$ cat config.mk
export PLATFORM = sky130hd
export DESIGN_NAME = hex_display_capture
export DESIGN_NICKNAME = d
export VERILOG_FILES = /design/src/rtl/hex_display_pkg.sv /design/src/rtl/hex_display_capture_in_sync_settle.sv /design/src/rtl/hex_display_capture.sv
export SDC_FILE = /design/constraint.sdc
export NUM_CORES = 1
export LEC_CHECK = 0
export CELL_PAD_IN_SITES_DETAIL_PLACEMENT = 1
export CELL_PAD_IN_SITES_GLOBAL_PLACEMENT = 1
export CORE_MARGIN = 2
export CORE_UTILIZATION = 52
export CTS_CLUSTER_DIAMETER = 150
export DETAILED_ROUTE_END_ITERATION = 10
export DONT_BUFFER_PORTS = 1
export GPL_TIMING_DRIVEN = 0
export PLACE_DENSITY_LB_ADDON = 0.1
export SYNTH_ARGS = -nofsm -noshare
export SYNTH_HDL_FRONTEND = slang
export SYNTH_SLANG_ARGS = --single-unit
$ cat constraint.sdc
create_clock -name Clk -period 7.54 [get_ports Clk]
set_clock_uncertainty 0.05 [all_clocks]
set_input_delay 1.885 -clock Clk [delete_from_list [all_inputs] [get_ports Clk]]
set_output_delay 1.885 -clock Clk [all_outputs]
set_load 0.1 [all_outputs]
$ cat src/rtl/hex_display_pkg.sv
// Shared seven-segment definitions for the hex display driver and capture logic.
package hex_display_pkg;

  typedef logic [6:0] seg_t;
  typedef logic [3:0] nibble_t;

  // Decoded segment pattern; ok is low for an undecodable, non-blank pattern.
  typedef struct packed {
    logic    ok;
    logic    blank;
    nibble_t nibble;
  } seg_dec_t;

  localparam seg_t SEG_BLANK = 7'h7F;

  // Active-low {g,f,e,d,c,b,a} patterns for hex digits 0..F.
  localparam seg_t SEG_ENC [16] = '{
    7'h40, 7'h79, 7'h24, 7'h30, 7'h19, 7'h12, 7'h02, 7'h78,
    7'h00, 7'h10, 7'h08, 7'h03, 7'h46, 7'h21, 7'h06, 7'h0E
  };

  // Map a segment pattern back to {ok, blank, nibble}; blank and bad patterns read 0.
  function automatic seg_dec_t seg_to_nibble(input seg_t seg);
    seg_dec_t r;
    r = '0;
    if (seg == SEG_BLANK) begin
      r.ok    = 1'b1;
      r.blank = 1'b1;
    end else begin
      for (int i = 0; i < 16; i++) begin
        if (seg == SEG_ENC[i]) begin
          r.ok     = 1'b1;
          r.nibble = nibble_t'(i);
        end
      end
    end
    return r;
  endfunction

endpackage

$ cat src/rtl/hex_display_capture_in_sync_settle.sv
// Two-flop synchronizer followed by a settle counter; strobes once per stable sample.
module in_sync_settle #(
  parameter int unsigned W             = 15,
  parameter int unsigned SETTLE_CYCLES = 3
) (
  input  logic         clk,
  input  logic         rst_n,
  input  logic [W-1:0] din,
  output logic         settled_c,
  output logic [W-1:0] dout
);

  localparam int unsigned CW = (SETTLE_CYCLES < 2) ? 1 : $clog2(SETTLE_CYCLES);
  localparam logic [CW-1:0] CNT_TOP = CW'(SETTLE_CYCLES - 1);

  logic [W-1:0]  sync1_q, sync2_q, prev_q;
  logic [CW-1:0] cnt_q, cnt_d;
  logic          acted_q, acted_d;
  logic          same_c;

  assign same_c    = (sync2_q == prev_q);
  assign settled_c = same_c && (cnt_q == CNT_TOP) && !acted_q;
  assign dout      = sync2_q;

  // Count identical consecutive samples and allow a single strobe per stable run.
  always_comb begin
    cnt_d   = '0;
    acted_d = acted_q;
    if (same_c) begin
      cnt_d = (cnt_q == CNT_TOP) ? cnt_q : CW'(cnt_q + 1'b1);
      if (settled_c) acted_d = 1'b1;
    end else begin
      acted_d = 1'b0;
    end
  end

  // Synchronizer, previous-sample and settle state registers.
  always_ff @(posedge clk or negedge rst_n) begin
    if (!rst_n) begin
      sync1_q <= '0;
      sync2_q <= '0;
      prev_q  <= '0;
      cnt_q   <= '0;
      acted_q <= 1'b0;
    end else begin
      sync1_q <= din;
      sync2_q <= sync1_q;
      prev_q  <= sync2_q;
      cnt_q   <= cnt_d;
      acted_q <= acted_d;
    end
  end

endmodule

$ cat src/rtl/hex_display_capture.sv
// Rebuilds the hex value shown on a scanned seven-segment display and publishes stable frames.
module hex_display_capture
  import hex_display_pkg::*;
#(
  parameter int unsigned N_DIGITS      = 8,
  parameter int unsigned SETTLE_CYCLES = 3,
  parameter int unsigned STABLE_FRAMES = 2
) (
  input  logic                  Clk,
  input  logic                  reset,
  input  logic [6:0]            Segments,
  input  logic [N_DIGITS-1:0]   Anodes,
  output logic [4*N_DIGITS-1:0] value,
  output logic [N_DIGITS-1:0]   blank_mask,
  output logic                  frame_valid,
  output logic                  digit_err,
  output logic                  anode_err
);

  localparam int unsigned SW = 7;
  localparam int unsigned DW = SW + N_DIGITS;
  localparam int unsigned VW = 4 * N_DIGITS;
  localparam int unsigned MW = 4;
  localparam logic [MW-1:0] MATCH_MAX = '1;
  localparam logic [MW-1:0] STABLE_M  = MW'(STABLE_FRAMES);

  logic               settled_c;
  logic [DW-1:0]      settled_data;
  seg_t               seg;
  logic [N_DIGITS-1:0] an;
  seg_dec_t           dec;
  int unsigned        low_cnt;
  logic               frame_eq;

  logic [N_DIGITS-1:0] seen_q, seen_d;
  logic [VW-1:0]       frame_nib_q, frame_nib_d;
  logic [N_DIGITS-1:0] frame_blk_q, frame_blk_d;
  logic [VW-1:0]       prev_nib_q, prev_nib_d;
  logic [N_DIGITS-1:0] prev_blk_q, prev_blk_d;
  logic [MW-1:0]       match_q, match_d;
  logic [VW-1:0]       value_d;
  logic [N_DIGITS-1:0] blank_mask_d;
  logic                frame_valid_d, digit_err_d, anode_err_d;

  in_sync_settle #(
    .W             (DW),
    .SETTLE_CYCLES (SETTLE_CYCLES)
  ) u_in_sync_settle (
    .clk       (Clk),
    .rst_n     (reset),
    .din       ({Anodes, Segments}),
    .settled_c (settled_c),
    .dout      (settled_data)
  );

  assign seg = settled_data[SW-1:0];
  assign an  = settled_data[DW-1:SW];
  assign dec = seg_to_nibble(seg);

  // Number of active (low) digit enables in the settled sample.
  always_comb begin
    low_cnt = 0;
    for (int unsigned i = 0; i < N_DIGITS; i++) begin
      if (!an[i]) low_cnt = low_cnt + 1;
    end
  end

  // Frame assembly, repeat matching and acceptance.
  always_comb begin
    seen_d        = seen_q;
    frame_nib_d   = frame_nib_q;
    frame_blk_d   = frame_blk_q;
    prev_nib_d    = prev_nib_q;
    prev_blk_d    = prev_blk_q;
    match_d       = match_q;
    value_d       = value;
    blank_mask_d  = blank_mask;
    frame_valid_d = 1'b0;
    digit_err_d   = 1'b0;
    anode_err_d   = 1'b0;
    frame_eq      = 1'b0;
    if (settled_c) begin
      if (low_cnt == 1) begin
        for (int unsigned i = 0; i < N_DIGITS; i++) begin
          if (!an[i]) begin
            frame_nib_d[4*i +: 4] = dec.nibble;
            frame_blk_d[i]        = dec.blank;
            seen_d[i]             = 1'b1;
          end
        end
        digit_err_d = !dec.ok;
        if (&seen_d) begin
          seen_d   = '0;
          frame_eq = (frame_nib_d == prev_nib_q) && (frame_blk_d == prev_blk_q);
          if (frame_eq) begin
            match_d = (match_q == MATCH_MAX) ? match_q : MW'(match_q + 1'b1);
          end else begin
            match_d    = MW'(1);
            prev_nib_d = frame_nib_d;
            prev_blk_d = frame_blk_d;
          end
          // A saturated counter on an identical frame has already been published.
          if ((match_d == STABLE_M) && !(frame_eq && (match_q == MATCH_MAX))) begin
            value_d       = frame_nib_d;
            blank_mask_d  = frame_blk_d;
            frame_valid_d = 1'b1;
          end
        end
      end else if (low_cnt > 1) begin
        anode_err_d = 1'b1;
        seen_d      = '0;
      end
    end
  end

  // Frame buffers, match counter and registered outputs.
  always_ff @(posedge Clk or negedge reset) begin
    if (!reset) begin
      seen_q      <= '0;
      frame_nib_q <= '0;
      frame_blk_q <= '0;
      prev_nib_q  <= '0;
      prev_blk_q  <= '0;
      match_q     <= '0;
      value       <= '0;
      blank_mask  <= '1;
      frame_valid <= 1'b0;
      digit_err   <= 1'b0;
      anode_err   <= 1'b0;
    end else begin
      seen_q      <= seen_d;
      frame_nib_q <= frame_nib_d;
      frame_blk_q <= frame_blk_d;
      prev_nib_q  <= prev_nib_d;
      prev_blk_q  <= prev_blk_d;
      match_q     <= match_d;
      value       <= value_d;
      blank_mask  <= blank_mask_d;
      frame_valid <= frame_valid_d;
      digit_err   <= digit_err_d;
      anode_err   <= anode_err_d;
    end
  end

endmodule

# Word-level counts from Yosys, hierarchy flattened
# Index checks and enable logic that the tools add are counted.
# Widths: inputs -> output; s select.
# op_classes
addsub,9
n_mul,0
div,0
magnitude_cmp,1
n_eq_ne,25
shifts,0
mux,135
bitwise_logic,1
reduce_logical,16
# op_table
op,count
$add 32x1->32 const B,7
$mux 32,7
$mux 4,44
$mux 1,79
$eq 7x7->1 const B,5
$eq 32x1->1 const B,1
$eq 32x32->1,1
$gt 32x1->1 const B,1
$mux 8,3
$reduce_and 11->1,2
$eq 7x5->1 const B,3
$eq 7x6->1 const B,3
$eq 15x15->1,1
$eq 7x2->1 const B,2
$eq 7x4->1 const B,2
$reduce_and 10->1,1
$eq 8x8->1,1
$reduce_and 8->1,1
$eq 7x3->1 const B,1
$logic_not 7->1,1
$logic_and 1x1->1,5
$add 4x1->4 const B,1
$eq 4x2->1 const B,1
$eq 4x4->1 const B,1
8 further kinds,13
# word_totals
ff_bits,183
latch_bits,0
mem_bits_rw,0
mem_bits_ro,0
in_bits,17
out_inout_bits,43
n_memories,0

# Logic depth before layout (Yosys ltp)
# depth
depth_word,32
depth_mapped,28
ltp_nobuf,27

# Hierarchy
# From an unflattened synthesis, not the netlist that was laid out.
# unflattened
hier_cells,883
hier_area_um2,9556.7
# modules_own_cells
mod,instances,cells_each,area_each_um2
hex_display_capture,1,805,8132.8
in_sync_settle,1,78,1423.9

# Worst setup path after synthesis
# OpenSTA, ideal clock, no wires.
# synth_path
path_kind,register to register
startpoint,register u_in_sync_settle.sync2_q[7] (netlist: u_in_sync_settle.dout[7])
endpoint,register prev_blk_q[0]
arrival_time_ns,5.756
required_time_ns,7.365
setup_slack_ns,1.609
path_stages_with_launch,27
path_buffers,2
path_cell_list,dfrtp_1 -> clkinv_1 -> ha_1 -> nand2b_1 -> and2_1 -> ha_1 -> nor2b_1 -> a21o_1 -> ha_1 -> nor2b_1 -> or2_2 -> ha_1 -> or2_2 -> nand3_1 -> inv_1 -> ha_1 -> nor2b_1 -> a41o_1 -> ha_1 -> nor2_1 -> o21a_1 -> o221ai_1 -> a211oi_1 -> and2_1 -> clkbuf_1 -> buf_2 -> mux2_2
# synth_via
elab_chain_cells,17
word_cells_on_any_way,33
cone_classes,add/sub (7); eq/ne (4); mux (17); bitwise (1); reduce/logical (4)
# synth_rtl
item,line_no,text
from (decl),hex_display_capture_in_sync_settle.sv:16,"logic [W-1:0] sync1_q, sync2_q, prev_q;"
from (signal assigned),hex_display_capture_in_sync_settle.sv:47,sync2_q <= sync1_q;
$mux 1,hex_display_capture.sv:64,if (!an[i]) low_cnt = low_cnt + 1;
$add 32x1->32,hex_display_capture.sv:64,
$mux 32,hex_display_capture.sv:64,
$add 32x1->32,hex_display_capture.sv:64,
$mux 32,hex_display_capture.sv:64,
$add 32x1->32,hex_display_capture.sv:64,
$mux 32,hex_display_capture.sv:64,
$add 32x1->32,hex_display_capture.sv:64,
$mux 32,hex_display_capture.sv:64,
$add 32x1->32,hex_display_capture.sv:64,
$mux 32,hex_display_capture.sv:64,
$add 32x1->32,hex_display_capture.sv:64,
$mux 32,hex_display_capture.sv:64,
$add 32x1->32,hex_display_capture.sv:64,
$mux 32,hex_display_capture.sv:64,
$eq 32x1->1,hex_display_capture.sv:83,if (low_cnt == 1) begin
$reduce_and 11->1 (no line),-,
to (signal assigned),hex_display_capture.sv:135,prev_blk_q <= prev_blk_d;
to (decl),hex_display_capture.sv:39,"logic [N_DIGITS-1:0] prev_blk_q, prev_blk_d;"
# Parallel ways exist; a longest one is shown, timed or not. The select of a mux whose other input is x is not followed.
# A chain may end at the register's enable or synchronous reset.

# Worst setup path after layout
# layout_path
startpoint,register u_in_sync_settle.sync2_q[8] (netlist: u_in_sync_settle.dout[8])
endpoint,register prev_nib_q[16]
# layout_via
elab_chain_cells,15
word_cells_on_any_way,31
cone_classes,add/sub (6); eq/ne (4); mux (16); bitwise (1); reduce/logical (4)
# layout_rtl
item,line_no,text
$mux 32,hex_display_capture.sv:64,
$add 32x1->32,hex_display_capture.sv:64,
$mux 32,hex_display_capture.sv:64,
$add 32x1->32,hex_display_capture.sv:64,
$mux 32,hex_display_capture.sv:64,
$add 32x1->32,hex_display_capture.sv:64,
$mux 32,hex_display_capture.sv:64,
$add 32x1->32,hex_display_capture.sv:64,
$mux 32,hex_display_capture.sv:64,
$add 32x1->32,hex_display_capture.sv:64,
$mux 32,hex_display_capture.sv:64,
$add 32x1->32,hex_display_capture.sv:64,
$mux 32,hex_display_capture.sv:64,
$eq 32x1->1,hex_display_capture.sv:83,
$reduce_and 11->1 (no line) *,-,
to (signal assigned),hex_display_capture.sv:134,prev_nib_q <= prev_nib_d;
to (decl),hex_display_capture.sv:38,"logic [VW-1:0] prev_nib_q, prev_nib_d;"
# Every way passes the cells marked *; elsewhere a longest branch is shown, timed or not. The select of a mux whose other input is x is not followed.

==> impl_metrics.env <==
export IMPL_vias=6738
export IMPL_cts_hold_repair_buffers=0
export IMPL_drt_pass1_iterations=5
export IMPL_hp_class="reg -> reg"
export IMPL_initial_utilization_pct=52.7
export IMPL_pin_count=60
export IMPL_numCtsBuffers=17
export IMPL_path_class="reg -> reg"
export IMPL_required_ns=7.81
export IMPL_cts_sinks=183
export IMPL_insertedDiodeCount=0
export IMPL_cts_tree="done"
export IMPL_tns_ns=0
export IMPL_grt_pass1_vias=7294
export IMPL_synth_top_area_cell="dfrtp_1"
export IMPL_die_w_um=139
export IMPL_grt_setup_unrepaired="false"
export IMPL_pre_cts_slack_ns=-0.812
export IMPL_status="complete, no violations"
export IMPL_viasPerCell=6.29
export IMPL_power_leakage_nw=4.81
export IMPL_multiInputGateArea_um2=4500
export IMPL_routed_wirelength_um=28500
export IMPL_grt_remaining_overflow=0
export IMPL_fmax_ghz=0.139
export IMPL_area_delta_synth_final_pct=10.0
export IMPL_yosysWarnings=0
export IMPL_irDropWorstVdd_mv=0.174
export IMPL_regArea_um2=4590
export IMPL_final_common_cell="dfrtp_1"
export IMPL_hold_violations=0
export IMPL_hpwl_um=20100
export IMPL_synth_edff_count=0
export IMPL_startpoint="u_in_sync_settle.dout[8]"
export IMPL_tightest_slew_ns=0.930
export IMPL_slew_headroom_pct=38.0
export IMPL_routedWlPerCell_um=26.6
export IMPL_dr_first_iter_drc_count=495
export IMPL_drive_gt1_share_pct=25.7
export IMPL_cts_buffer_depth=2
export IMPL_min_period_ns=7.22
export IMPL_ys_ff_latch=183
export IMPL_mappedNetlistArea_um2=9410
export IMPL_grtUsageTotal_pct=30.5
export IMPL_pwr_density_cell_nw_per_um2=207
export IMPL_place_congestion=0.920
export IMPL_maxCapViolCount=0
export IMPL_setup_viol=0
export IMPL_numPortBuffers=0
export IMPL_rows=49
export IMPL_drc=0
export IMPL_antenna_found_initial=0
export IMPL_async_flop_share_pct=100
export IMPL_synth_seq_area_share_pct=48.8
export IMPL_core_area_um2=17800
export IMPL_path_clk_slew_ns=0.08
export IMPL_holdWs_ns=0.293
export IMPL_grt_pass1_wl_um=44500
export IMPL_worst_slack_ns=0.321
export IMPL_min_delay_start="u_in_sync_settle.sync1_q[13]"
export IMPL_dieArea_um2=19200
export IMPL_nFillCells=1865
export IMPL_ys_flop_type="dfrtp_1"
export IMPL_synth_area_leaders="dfrtp_1 (47%), mux2_2 (10%), mux2_4 (6.1%), xor2_1 (2.8%), nor2_1 (2.6%)"
export IMPL_yosysTopAreaCellShare_pct=46.5
export IMPL_cp_end_kind="register"
export IMPL_synthCells=810
export IMPL_final_util_pct=58.0
export IMPL_final_cell_mix="dfrtp_1 (175), mux2_2 (87), nor2_1 (61)"
export IMPL_r2r_start="u_in_sync_settle.dout[8]"
export IMPL_critPathLaunchType="register"
export IMPL_power_w=0.00214
export IMPL_crit_path_max_fanout=10
export IMPL_worst_ep_arrival_time_ns=7.49
export IMPL_grt_max_degree=184
export IMPL_syn_nets=836
export IMPL_min_period_over_period_pct=95.7
export IMPL_syn_area_per_cell_um2=11.6
export IMPL_synth_cell_types=85
export IMPL_antenna_left=0
export IMPL_slew_violations=0
export IMPL_htree_levels=4
export IMPL_num_nets_final=856
export IMPL_root_buffer="clkbuf_16"
export IMPL_fp_dieH_um=139
export IMPL_clkLatencyLatePin_ns=0.44
## final timing paths
kind	endpoint	slack, ns	cells after the start
worst max-delay path	prev_nib_q[16]	0.32	27
worst min-delay path	u_in_sync_settle.dout[13]	0.29	0
worst max register to register	prev_nib_q[16]	0.32	27
worst min register to register	u_in_sync_settle.dout[13]	0.29	0
max in group asynchronous	prev_nib_q[29]	5.94	0
min in group asynchronous	anode_err	1.08	0
## through the flow
step                instance area (um^2)  cells
floorplan                           9410    810
global placement                    9690   1039
detailed placement                  9690   1039
CTS                                10300   1070
global route                       10400   1072
finish                             10400   1072
## flip-flops by register name (all words and copies together), names as in the netlist, 15 cells and up
register and cells:
prev_nib_q 32, u_in_sync_settle.dout 15, u_in_sync_settle.prev_q 15, u_in_sync_settle.sync1_q 15, frame_nib_q 32, value 32
## power breakdown
part / switching (W) / internal [W]
Sequential: 0.0000108 / 0.000993
Combinational: 0.000144 / 0.0000834
Clock: 0.000443 / 0.000465
Total: 0.000597 / 0.00154
## timing repair
| item | CTS | global route |
|---|---|---|
| resized for setup | 4 | 12 |
| pin swaps | 0 | 1 |
| buffers inserted | 0 | 2 |
| endpoints found under the setup margin | 83 | 103 |
## Yosys cell counts (all sizes together) (6+ instances only)
cell,n
a41oi,6
dfrtp,175
clkbuf,24
nor4,9
buf,20
nand3,25
o21ai,26
nor2b,14
ha,9
o31ai,11
nor2,66
xnor2,27
a21oi,20
o22ai,15
nor3,14
nand4,7
xor2,30
dfstp,8
inv,29
nand3b,6
mux2,126
nand2,24
## critical path: stages (launching register included)
cell        delay [ns]
dfrtp_1           0.54
clkinvlp_4        0.34
ha_1              0.31
nand2b_1          0.19
and2_1            0.18
ha_1              0.31
nor2b_1           0.17
a21o_1            0.18
ha_1              0.28
nor2b_1           0.14
or2_2             0.32
ha_1              0.27
or2_2             0.29
nand3_1           0.13
inv_1             0.05
ha_1              0.26
nor2b_1           0.16
a41o_1            0.20
ha_1              0.24
inv_1             0.08
nor2_1            0.13
nand2_1           0.08
o211ai_1          0.10
o221ai_1          0.23
a211oi_4          0.50
and2_2            0.47
buf_2             0.44
mux2_2            0.39
## routing by layer
metal  share of wire [%]  up-vias  wire [um]  track usage [%]
met3                 4.7       42       1350             6.06
met2                  48      205      13700             49.9
li1                    -     2964          -                -
met1                  45     3527      12800             41.3
met4                 1.9        0        553             9.29
met5                   0        -          0                0
## cell type report
| cell class | count | share of cell area (%) |
|---|---|---|
| inverters | 34 | 1.31 |
| plain buffers | 43 | 2.10 |
| flip-flops and latches | 183 | 44.3 |
| multi-input cells | 549 | 43.5 |
| repair buffers | 2 | 0.145 |
| clock inverters | 13 | 1.50 |
| well taps | 229 | 2.77 |
| clock buffers | 19 | 4.38 |
## logic make-up after synthesis
group                    synth area share (%)
AND/OR/NAND/NOR                          12.2
flip-flops                               48.8
AO/OA/AOI/OAI                            10.9
multiplexers                             17.1
buffers and inverters                    3.67
XOR/XNOR                                 6.04
adder cells (fa/ha/maj)                  1.20
Note: power is estimated with default switching activity, not from simulation.
